[config.mk]
export PLATFORM = sky130hd
export DESIGN_NAME = vc_circular_buffer
export DESIGN_NICKNAME = d
export VERILOG_FILES = /design/src/rtl/vc_circular_buffer_pkg.sv /design/src/rtl/vc_circular_buffer.sv
export SDC_FILE = /design/constraint.sdc
export NUM_CORES = 1
export LEC_CHECK = 0
export CORE_AREA = 2 2 162 164
export DETAILED_ROUTE_END_ITERATION = 10
export DIE_AREA = 0 0 164 166
export PLACE_DENSITY = 0.55
export RECOVER_POWER = 50
export SETUP_SLACK_MARGIN = 0.1
export SYNTH_ARGS = -nofsm -noshare
export SYNTH_HDL_FRONTEND = slang
export SYNTH_SLANG_ARGS = --single-unit
[constraint.sdc]
create_clock -name clk -period 7.1 [get_ports clk]
set_input_delay 2.13 -clock clk [delete_from_list [all_inputs] [get_ports clk]]
set_output_delay 2.13 -clock clk [all_outputs]
set_load 0.02 [all_outputs]
[src/rtl/vc_circular_buffer_pkg.sv]
// ---------------------------------------------------------------------------
// vc_circular_buffer_pkg
//   Flit format shared by the per-VC input buffer and its neighbours.
//   A flit carries:
//     flit_label : head/body/tail marking used by the allocators
//     vc_id      : virtual channel the flit travels on.
//                  The field is wider than the VC index so that an
//                  out-of-range VC can be represented and rejected.
//     head_data  : payload byte
// ---------------------------------------------------------------------------
package vc_circular_buffer_pkg;

  localparam int VC_ID_W = 2;
  localparam int LABEL_W = 2;
  localparam int DATA_W  = 8;

  typedef struct packed {
    logic [LABEL_W-1:0] flit_label;
    logic [VC_ID_W-1:0] vc_id;
    logic [DATA_W-1:0]  head_data;
  } flit_t;

endpackage

[src/rtl/vc_circular_buffer.sv]
// ---------------------------------------------------------------------------
// vc_circular_buffer
//   Input-port flit storage: VC_NUM independent circular FIFOs, one per
//   virtual channel, each BUFFER_SIZE flits deep.
//   The writer picks the VC from data_i.vc_id. The reader picks it with
//   read_vc_i. The head of the selected VC is shown combinationally on
//   data_o (first-word fall-through).
//
// Ports
//   clk              : clock, all state changes on the rising edge
//   rst              : asynchronous active-high reset (pointers, counts, flags)
//   data_i           : flit to store, target VC = data_i.vc_id
//   write_i          : write strobe
//   read_i           : pop strobe for VC read_vc_i
//   read_vc_i        : VC to pop and to present on data_o
//   clear_err_i      : synchronous clear of the sticky error flags
//   data_o           : head flit of VC read_vc_i
//   is_full_o        : per-VC count == BUFFER_SIZE
//   is_empty_o       : per-VC count == 0
//   is_almost_full_o : per-VC count >= AFULL_THRESHOLD
//   count_o          : per-VC occupancy
//   overflow_o       : sticky, a write was dropped
//   underflow_o      : sticky, a read was ignored
// ---------------------------------------------------------------------------
module vc_circular_buffer
  import vc_circular_buffer_pkg::*;
#(
  parameter int BUFFER_SIZE     = 8,
  parameter int VC_NUM          = 2,
  parameter int AFULL_THRESHOLD = 6,
  localparam int VC_SIZE        = (VC_NUM > 1) ? $clog2(VC_NUM) : 1,
  localparam int CNT_W          = $clog2(BUFFER_SIZE + 1)
) (
  input  logic                           clk,
  input  logic                           rst,
  input  flit_t                          data_i,
  input  logic                           write_i,
  input  logic                           read_i,
  input  logic [VC_SIZE-1:0]             read_vc_i,
  input  logic                           clear_err_i,
  output flit_t                          data_o,
  output logic [VC_NUM-1:0]              is_full_o,
  output logic [VC_NUM-1:0]              is_empty_o,
  output logic [VC_NUM-1:0]              is_almost_full_o,
  output logic [VC_NUM-1:0][CNT_W-1:0]   count_o,
  output logic                           overflow_o,
  output logic                           underflow_o
);

  localparam int PTR_W = $clog2(BUFFER_SIZE);
  localparam logic [CNT_W-1:0] FULL_CNT  = CNT_W'(BUFFER_SIZE);
  localparam logic [CNT_W-1:0] AFULL_CNT = CNT_W'(AFULL_THRESHOLD);

  // Per-VC pointer and occupancy state
  logic [PTR_W-1:0] wr_ptr_q [VC_NUM];
  logic [PTR_W-1:0] wr_ptr_d [VC_NUM];
  logic [PTR_W-1:0] rd_ptr_q [VC_NUM];
  logic [PTR_W-1:0] rd_ptr_d [VC_NUM];
  logic [CNT_W-1:0] count_q  [VC_NUM];
  logic [CNT_W-1:0] count_d  [VC_NUM];

  logic overflow_q;
  logic overflow_d;
  logic underflow_q;
  logic underflow_d;

  // Per-VC request decode and accepted operations
  logic [VC_NUM-1:0] wr_sel;
  logic [VC_NUM-1:0] rd_sel;
  logic [VC_NUM-1:0] wr_en;
  logic [VC_NUM-1:0] rd_en;

  flit_t head_flit [VC_NUM];

  // VC indices are compared at 32 bits so that an out-of-range vc_id
  // (the field is wider than the VC index) matches no VC.
  logic [31:0] wr_vc_ext;
  logic [31:0] rd_vc_ext;
  logic        rd_vc_valid;

  assign wr_vc_ext   = 32'(data_i.vc_id);
  assign rd_vc_ext   = 32'(read_vc_i);
  assign rd_vc_valid = (rd_vc_ext < 32'(VC_NUM));

  // -------------------------------------------------------------------------
  // Per-VC lanes: request decode, storage and status outputs
  // -------------------------------------------------------------------------
  for (genvar gi = 0; gi < VC_NUM; gi++) begin : g_vc
    flit_t mem [BUFFER_SIZE];

    assign wr_sel[gi] = write_i && (wr_vc_ext == 32'(gi));
    assign rd_sel[gi] = read_i  && (rd_vc_ext == 32'(gi));

    // A pop needs a stored flit. A write to a full VC is still taken when
    // the same cycle pops that VC, because the pop frees the slot.
    // An empty VC is never bypassed: a same-cycle write and read store the
    // flit and ignore the read.
    assign rd_en[gi] = rd_sel[gi] && (count_q[gi] != '0);
    assign wr_en[gi] = wr_sel[gi] && ((count_q[gi] != FULL_CNT) || rd_en[gi]);

    // Storage is not reset; the flit is only meaningful while counted.
    always_ff @(posedge clk) begin
      if (wr_en[gi]) begin
        mem[wr_ptr_q[gi]] <= data_i;
      end
    end

    assign head_flit[gi] = mem[rd_ptr_q[gi]];

    assign count_o[gi]          = count_q[gi];
    assign is_empty_o[gi]       = (count_q[gi] == '0);
    assign is_full_o[gi]        = (count_q[gi] == FULL_CNT);
    assign is_almost_full_o[gi] = (count_q[gi] >= AFULL_CNT);
  end

  // -------------------------------------------------------------------------
  // Next-state logic
  // -------------------------------------------------------------------------
  always_comb begin
    for (int v = 0; v < VC_NUM; v++) begin
      wr_ptr_d[v] = wr_ptr_q[v];
      rd_ptr_d[v] = rd_ptr_q[v];
      count_d[v]  = count_q[v];

      if (wr_en[v]) begin
        wr_ptr_d[v] = wr_ptr_q[v] + PTR_W'(1);
      end
      if (rd_en[v]) begin
        rd_ptr_d[v] = rd_ptr_q[v] + PTR_W'(1);
      end

      unique case ({wr_en[v], rd_en[v]})
        2'b10:   count_d[v] = count_q[v] + CNT_W'(1);
        2'b01:   count_d[v] = count_q[v] - CNT_W'(1);
        default: count_d[v] = count_q[v];
      endcase
    end

    // A strobe that no lane accepted is an error. This also covers an
    // out-of-range VC on either side.
    // A new error event overrides a same-cycle clear.
    overflow_d  = (write_i && (wr_en == '0)) || (overflow_q  && !clear_err_i);
    underflow_d = (read_i  && (rd_en == '0)) || (underflow_q && !clear_err_i);
  end

  // -------------------------------------------------------------------------
  // State registers
  // -------------------------------------------------------------------------
  always_ff @(posedge clk or posedge rst) begin
    if (rst) begin
      for (int v = 0; v < VC_NUM; v++) begin
        wr_ptr_q[v] <= '0;
        rd_ptr_q[v] <= '0;
        count_q[v]  <= '0;
      end
      overflow_q  <= 1'b0;
      underflow_q <= 1'b0;
    end else begin
      for (int v = 0; v < VC_NUM; v++) begin
        wr_ptr_q[v] <= wr_ptr_d[v];
        rd_ptr_q[v] <= rd_ptr_d[v];
        count_q[v]  <= count_d[v];
      end
      overflow_q  <= overflow_d;
      underflow_q <= underflow_d;
    end
  end

  assign data_o      = rd_vc_valid ? head_flit[read_vc_i] : '0;
  assign overflow_o  = overflow_q;
  assign underflow_o = underflow_q;

endmodule

== Word-level counts from Yosys, hierarchy flattened ==
Memories as Yosys holds them, arrays and structs flattened.
Index checks and enable logic that the tools add are counted.

* Shift operators: 0
* Reduce and logical (&&, ||, !) cells: 27
* Bitwise gates (word level): 1
* Mux-type cells: 10
* Multipliers: 0
* $lt $le $gt $ge: 4
* Add/subtract/negate cells: 8
* Divide/modulo/power cells: 0
* Equality and inequality tests: 9

{| class="wikitable"
|+ Operator list
! cell !! number
|-
| 32-bit zero test || 2
|-
| 12-bit two-way mux || 4
|-
| 4-bit case mux with 2 select lines || 2
|-
| 3-bit by 1-bit adder with 3-bit output (second input constant) || 4
|-
| 1-bit logical AND || 12
|-
| 4-bit by 1-bit adder with 4-bit output (second input constant) || 2
|-
| 4-bit equality test (second input constant) || 2
|-
| 4-bit by 3-bit >= comparator with 1-bit output (second input constant) || 2
|-
| 4-bit zero test || 2
|-
| 4-bit inequality test (second input constant) || 2
|-
| 4-bit nonzero test || 2
|-
| 4-bit by 1-bit subtractor with 4-bit output (second input constant) || 2
|-
| 2-bit by 1-bit equality test with 1-bit output (second input constant) || 3
|-
| 2-bit equality test (second input constant) || 2
|-
| 2-bit zero test || 2
|-
| 1-bit logical OR || 4
|-
| 1-bit two-way mux || 4
|-
| 2-bit nonzero test || 2
|-
| 2-bit >= comparator (second input constant) || 1
|-
| 1-bit by 2-bit < comparator with 1-bit output (second input constant) || 1
|-
| 1-bit NOT with 2-bit output || 1
|-
| 1-bit zero test || 1
|}

* Register bits: 22
* Logic and storage cells: 69
* ROM bits: 0
* Input port bits: 18
* Bits in writable memories: 192
* Latch bits: 0
* Memories kept: 2

{| class="wikitable"
|+ Memory list
! memory !! words !! width !! read ports !! clocked after Yosys merged registers in !! write ports !! line !! RTL
|-
| g_vc[0].mem || 8 || 12 || 1 || 0 || 1 || vc_circular_buffer.sv:89 || <nowiki>flit_t mem [BUFFER_SIZE];</nowiki>
|-
| g_vc[1].mem || 8 || 12 || 1 || 0 || 1 || vc_circular_buffer.sv:89 ||
|}

== Longest topological paths before layout ==
Gate-level depths: netlist of run 1.

* Word-level depth: 8
* Depth in mapped cells: 10

== Worst setup path before layout of run 1 ==
OpenSTA, ideal clock, no wires.

* Kind: in2out
* From: input port read_vc_i
* To: output port data_o[10] in the netlist's numbering
* Stages: 3
* Arrival: 2918 ps
* Path buffers: 2
* Slack: 2052 ps
* Path through: buf_6 dlygate4sd1_1 a21oi_1

{| class="wikitable"
|+ RTL lines
! what !! line !! RTL
|-
| start, declared || vc_circular_buffer.sv:39 || <nowiki>input logic [VC_SIZE-1:0] read_vc_i,</nowiki>
|-
| end, declared || vc_circular_buffer.sv:41 || <nowiki>output flit_t data_o,</nowiki>
|}

==> qor.yml, run 1 <==
synth:
  synth-edff-count: 192
  synth_warnings: 0
  synth_top_area_share_pct: 65.7
  yosys-top-cells-count: "edfxtp_1, mux4_2, dfrtp_1"
  netlist_area_mm2: 0.00878
  synth_area_leaders: "edfxtp_1, mux4_2, dfrtp_1"
  synth_cell_type_count: 47
  ys.flop_type: "edfxtp_1"
  async_flop_share_pct: 10.3
  postSynthAreaPerCell_um2: 20.1
  postSynthCellCount: 437
  ys_seq_elements: 214
  ys_seq_area_share_pct: 71.9
  synth_nets: 465
  yosysMostFrequentCell: "edfxtp_1"
  synth_top_area_cell: "edfxtp_1"
global_route:
  grt_pass1_vias: 4672
  grt_pass1_wl_mm: 27.4
  grt_usage_pct: 13.5
  overflow: 0
  antenna_found_initial: 1
  grt_max_degree: 27
cts:
  postCtsResizedCells: 0
  cts_root_buf: "clkbuf_16"
  hold_buffers: 0
  postCtsSetupBuffers: 0
  clk_pin_slew_ps: 60
  htree_levels: 1
  clkLatencyLatePin_ps: 510
  cts.sinks: 214
  cts_tree: "done"
  clk_path_buf_depth: 3
  cts_buffers: 23
pwr:
  p_leak_nw: 3.41
  ir_drop_mv: 0.212
  total_power_mw: 3.88
  p_per_area_mw_per_mm2: 375
final_layout:
  diodes: 0
  drive_above_1_share_pct: 21.3
  nets: 532
  fin_area_mm2: 0.0103
  area_growth_pct: 17.8
die:
  dieHeight_um: 166
  die_area_mm2: 0.0272
  ioPinCount: 46
  initial_core_util_pct: 34.3
  fp.dieW_um: 164
  core_mm2: 0.0256
  rows: 59
sta:
  fin_crit_sh_pct: 89.0
  tightestPinTransition_ps: 1150
  setup_tns_ps: 0
  slew_headroom_pct: 23.1
  fmax_ghz: 0.158
  finalHoldViolations: 0
  period_minus_slack_ps: 6320
  clock_skew_ps: 15.0
  final-setup-viol-count: 0
  maxSlewViolCount: 0
  grt_setup_unrepaired: "false"
detailed_routing:
  antenna_left: 0
  dr.pass1.iters: 4
  met2WireLength_mm: 8.45
  drc: 0
  drtIter0Drc: 257
  vias: 4268
  viasPerCell: 4.99
  wirelength_mm: 17.8
  detail_route.wl_per_cell_um: 20.8
  wl_met3_um: 659
  met1_length_mm: 8.25
  top_layer: "met5"
place:
  port_buffers: 45
  gp_congestion: 0.762
  hpwl_mm: 11.3
  dpl_cell_area_mm2: 0.00969
run:
  maxCapViolCount: 0
worst_setup_path:
  worstSetupEndpointType: "primary output"
  worst_ep_required_time_ps: 4970
  crit_type: "input port to primary output"
  crit_fanout: 18
  crit_path_start_kind: "input port"
  worstPathArrival_ps: 4190
worst_hold_path:
  min_path_type: "flip-flop to flip-flop"
status:
  outcome: "complete, no violations"
sequential cells by signal, indices dropped and copies added (netlist names):
signal / cells
rd_ptr_q: 6
g_vc.mem: 192
overflow_o: 1
underflow_o: 1
wr_ptr_q: 6
count_o: 8
cell usage in the layout (no fill, tap or decap), types with 2 or more instances in the layout:
cell type and n:
a211oi_1 12, a21o_1 2, a21oi_1 14, a31oi_1 2
and2_1 4, buf_4 19, clkbuf_1 7, clkbuf_16 23
clkdlybuf4s50_1 29, clkinv_1 6, clkinv_2 5, dfrtp_1 22
dlygate4sd3_1 16, edfxtp_1 192, fa_1 2, ha_1 8
inv_1 9, mux2_1 2, mux2_2 3, mux2i_1 14
mux4_1 8, mux4_2 40, nand2_1 15, nand2b_1 2
nand3_1 2, nor2_1 5, nor2b_1 12, nor3_1 2
nor3_2 4, nor3b_2 7, nor4_4 2, nor4b_2 2
o22ai_1 2, o2bb2ai_1 2, xnor2_1 11, xor2_1 3
through the flow:
step	utilization [%]	instances	worst slack, ps	hold slack, ps
after CTS	40.5	856	761	523
after detailed placement	37.8	814	760	510
after global routing	40.4	856	674	553
after floorplan	-	437	2050	480
final	40.4	856	783	523
after global placement	37.8	814	838	497
routing by layer:
layer	vias to the layer above	track usage, %
met3	31	2.67
met1	2238	18.9
li1	1913	-
met2	84	21.5
met4	2	3.62
met5	-	0
where the power goes:
part	internal, mW	leakage [nW]	total, mW	switching, mW
clock	0.631	0.338	1.09	0.458
sequential	1.48	1.99	1.72	0.244
combinational	0.587	1.08	1.07	0.486
final cells by class:
class | count | area, um^2
tap | 335 | 419
timing repair buffer | 65 | 597
clock inverter | 13 | 86.3
fill | 2256 | 15300
sequential | 214 | 6320
inverter | 9 | 33.8
multi-input combinational | 191 | 2290
clock buffer | 29 | 598
path summary, 6_finish.rpt:
kind | from | endpoint | slack [ps] | cells past startpoint
max in group asynchronous | rst | wr_ptr_q[2] | 4290 | 2
max reg2reg | count_o[0] | g_vc[0].mem[2][0] | 4540 | 4
min | wr_ptr_q[0] | wr_ptr_q[0] | 520 | 1
max | read_vc_i | data_o[6] | 780 | 4
min reg2reg | wr_ptr_q[0] | wr_ptr_q[0] | 520 | 1
min in group asynchronous | rst | underflow_o | 2260 | 2
worst max-delay path, stage by stage:
cell and delay (ps):
dlygate4sd3_1 1080, a211oi_1 120, a21oi_1 220, clkdlybuf4s50_1 630
kinds of logic (layout without fill, tap and decap cells):
family / after synthesis / in the layout / share of synthesized area (%)
mux: 68 / 68 / 15.1
fa+ha+maj: 10 / 10 / 1.60
flops: 214 / 214 / 71.9
xor+xnor: 14 / 14 / 1.40
buf+inv: 32 / 116 / 2.44
compound gates: 38 / 38 / 3.16
simple gates: 61 / 61 / 4.35
Note: power is estimated with default switching activity, not from simulation.
==> run 2, diff against run 1 <==
--- a/config.mk
+++ b/config.mk
@@ -5,10 +5,12 @@
 export SDC_FILE = /design/constraint.sdc
 export NUM_CORES = 1
 export LEC_CHECK = 0
+export CELL_PAD_IN_SITES_DETAIL_PLACEMENT = 1
+export CELL_PAD_IN_SITES_GLOBAL_PLACEMENT = 2
 export CORE_AREA = 2 2 162 164
 export DETAILED_ROUTE_END_ITERATION = 10
 export DIE_AREA = 0 0 164 166
-export PLACE_DENSITY = 0.55
+export PLACE_DENSITY = 0.66
 export RECOVER_POWER = 50
 export SETUP_SLACK_MARGIN = 0.1
 export SYNTH_ARGS = -nofsm -noshare
==> qor.yml, run 2 (synthesis gave the netlist of run 1 again) <==
cts:
  cts.sinks: 214  # unchanged
  clk_path_buf_depth: 3  # unchanged
  clkLatencyLatePin_ps: 490  # -20 ps
  cts_tree: "done"
  hold_buffers: 0  # unchanged
  clk_pin_slew_ps: 60  # about the same
  postCtsSetupBuffers: 0  # unchanged
  cts_buffers: 23  # unchanged
  htree_levels: 1  # unchanged
  postCtsResizedCells: 0  # unchanged
  cts_root_buf: "clkbuf_16"
worst_setup_path:
  reg2regPathDepth: 4  # unchanged
  worst-path-buf-inv: 2  # unchanged
  reg2reg_setup_slack_ps: 4430  # -110 ps
  worstSetupEndpointType: "primary output"
  crit_path_start: "read_vc_i"
  slowest_delay_ps: 1150  # +70 ps
  crit_fanout: 19  # +1
  crit_path_top_delay_cell: "dlygate4sd3_1"
  crit_type: "input port to primary output"
  cp.depth: 4  # unchanged
  worst_ep_required_time_ps: 4970  # about the same
  crit_path_cell_trace: "dlygate4sd3_1 > a211oi_1 > a21oi_1 > clkdlybuf4s50_1"
  crit_path_start_kind: "input port"
  worstPathArrival_ps: 4250  # +60 ps
  reg2reg_from: "count_o[0]"
  rr_endpoint: "g_vc[0].mem[3][5]"
  critical_path.top_delay_family: "buffers and inverters"
global_route:
  grt_pass1_wl_mm: 29.1  # +6.2%
  antenna_found_initial: 0  # -1
  overflow: 0  # unchanged
  grt_pass1_vias: 4766  # +2.0%
  grt_max_degree: 27  # unchanged
  grt_usage_pct: 14.3  # +0.79 points
sta:
  tightestPinTransition_ps: 1190  # +37.1 ps
  maxSlewViolCount: 0  # unchanged
  final.setup.worst_slack_ps: 717  # -65.4 ps
  holdWs_ps: 502  # -20.3 ps
  finalHoldViolations: 0  # unchanged
  fmax_ghz: 0.157  # -1.0%
  clock_skew_ps: 6.89  # -8.14 ps
  grt_setup_unrepaired: "false"
  final-setup-viol-count: 0  # unchanged
  setup_tns_ps: 0  # unchanged
  period_minus_slack_ps: 6380  # +65.4 ps
  slew_headroom_pct: 20.2  # -2.9 points
  fin_crit_sh_pct: 89.9  # +0.92 points
place:
  dpl_cell_area_mm2: 0.00970  # about the same
  gp_congestion: 0.708  # -7.2%
  port_buffers: 45  # unchanged
  hpwl_mm: 12.0  # +5.5%
  place_ws_ps: 687  # -73.3 ps
  post-place-cells: 815  # +0.12%
detailed_routing:
  drtIter0Drc: 291  # +13%
  wirelength_mm: 18.8  # +5.7%
  antenna_left: 0  # unchanged
  detail_route.wl_per_cell_um: 22.0  # +5.8%
  dr.pass1.iters: 4  # unchanged
  drc: 0  # unchanged
  viasPerCell: 5.03  # +0.96%
  vias: 4304  # +0.84%
final_layout:
  layout_commonest_cell: "edfxtp_1"
  instances_no_fill: 855  # -0.12%
  area_growth_pct: 18.2
  fin_area_mm2: 0.0104  # +0.33%
  num-fill-cells: 2461  # +9.1%
  final_cell_mix: "edfxtp_1, mux4_2, clkdlybuf4s50_1"
  drive_above_1_share_pct: 22.3  # +1.0 points
  largest_register_ffs: 192  # unchanged
  diodes: 0  # unchanged
  nets: 533  # +0.19%
worst_hold_path:
  min_path_type: "flip-flop to flip-flop"
  hold_depth: 1  # unchanged
  holdCritStartpoint: "rd_ptr_q[0]"
  whs_endpoint: "rd_ptr_q[0]"
die:
  initial_core_util_pct: 34.3  # unchanged
  core_mm2: 0.0256  # unchanged
  dieHeight_um: 166  # unchanged
  rows: 59  # unchanged
  die_area_mm2: 0.0272  # unchanged
  fp.dieW_um: 164  # unchanged
  ioPinCount: 46  # unchanged
run:
  maxCapViolCount: 0  # unchanged
pwr:
  p_leak_nw: 3.42  # +0.31%
  ir_drop_mv: 0.182  # -14%
  p_per_area_mw_per_mm2: 376  # +0.30%
status:
  outcome: "complete, no violations"
## run 2: layout make-up
| cell class | count | area [um^2] | area share (%) |
|---|---|---|---|
| Inverter | 9 | 33.8 | 0.326 |
| Timing Repair Buffer | 66 | 604 | 5.82 |
| Clock inverter | 12 | 91.3 | 0.880 |
| Tap cell | 335 | 419 | 4.04 |
| Sequential cell | 214 | 6320 | 60.9 |
| Multi-Input combinational cell | 191 | 2310 | 22.2 |
| Clock buffer | 28 | 604 | 5.82 |
## run 2: where the power goes
part | internal (mW) | leakage (nW) | switching [mW]
Clock | 0.641 | 0.342 | 0.462
Sequential | 1.48 | 1.99 | 0.229
Combinational | 0.583 | 1.09 | 0.515
Total | 2.70 | 3.42 | 1.21
## run 2: worst max-delay path by stage
stage	slack, ps	end
final	720	data_o[4]
after global routing	580	data_o[1]
after CTS	680	data_o[5]
after detailed placement	690	data_o[5]
after global placement	800	data_o[1]
after floorplan	2050	data_o[10]
## run 2: worst reg2reg max path, cell delays in order, from the launching register on
cell,delay (ps)
dfrtp_1,500
nor3_1,140
a31oi_1,430
nand2_1,250
nor3b_2,960
## run 2: metal layers
layer	routed length (um)	share of wire (%)	GRT usage (%)
met5	0	0	0
met4	272	1.4	2.97
met3	800	4.3	2.67
met2	9130	49	23.0
met1	8580	46	20.3
## run 2: per-stage QoR
stage | util, % | total power, mW
floorplan | - | 2.46
global placement | 37.9 | 2.84
detailed placement | 37.9 | 2.87
CTS | 40.6 | 3.98
global route | 40.5 | 4.10
finish | 40.5 | 3.90
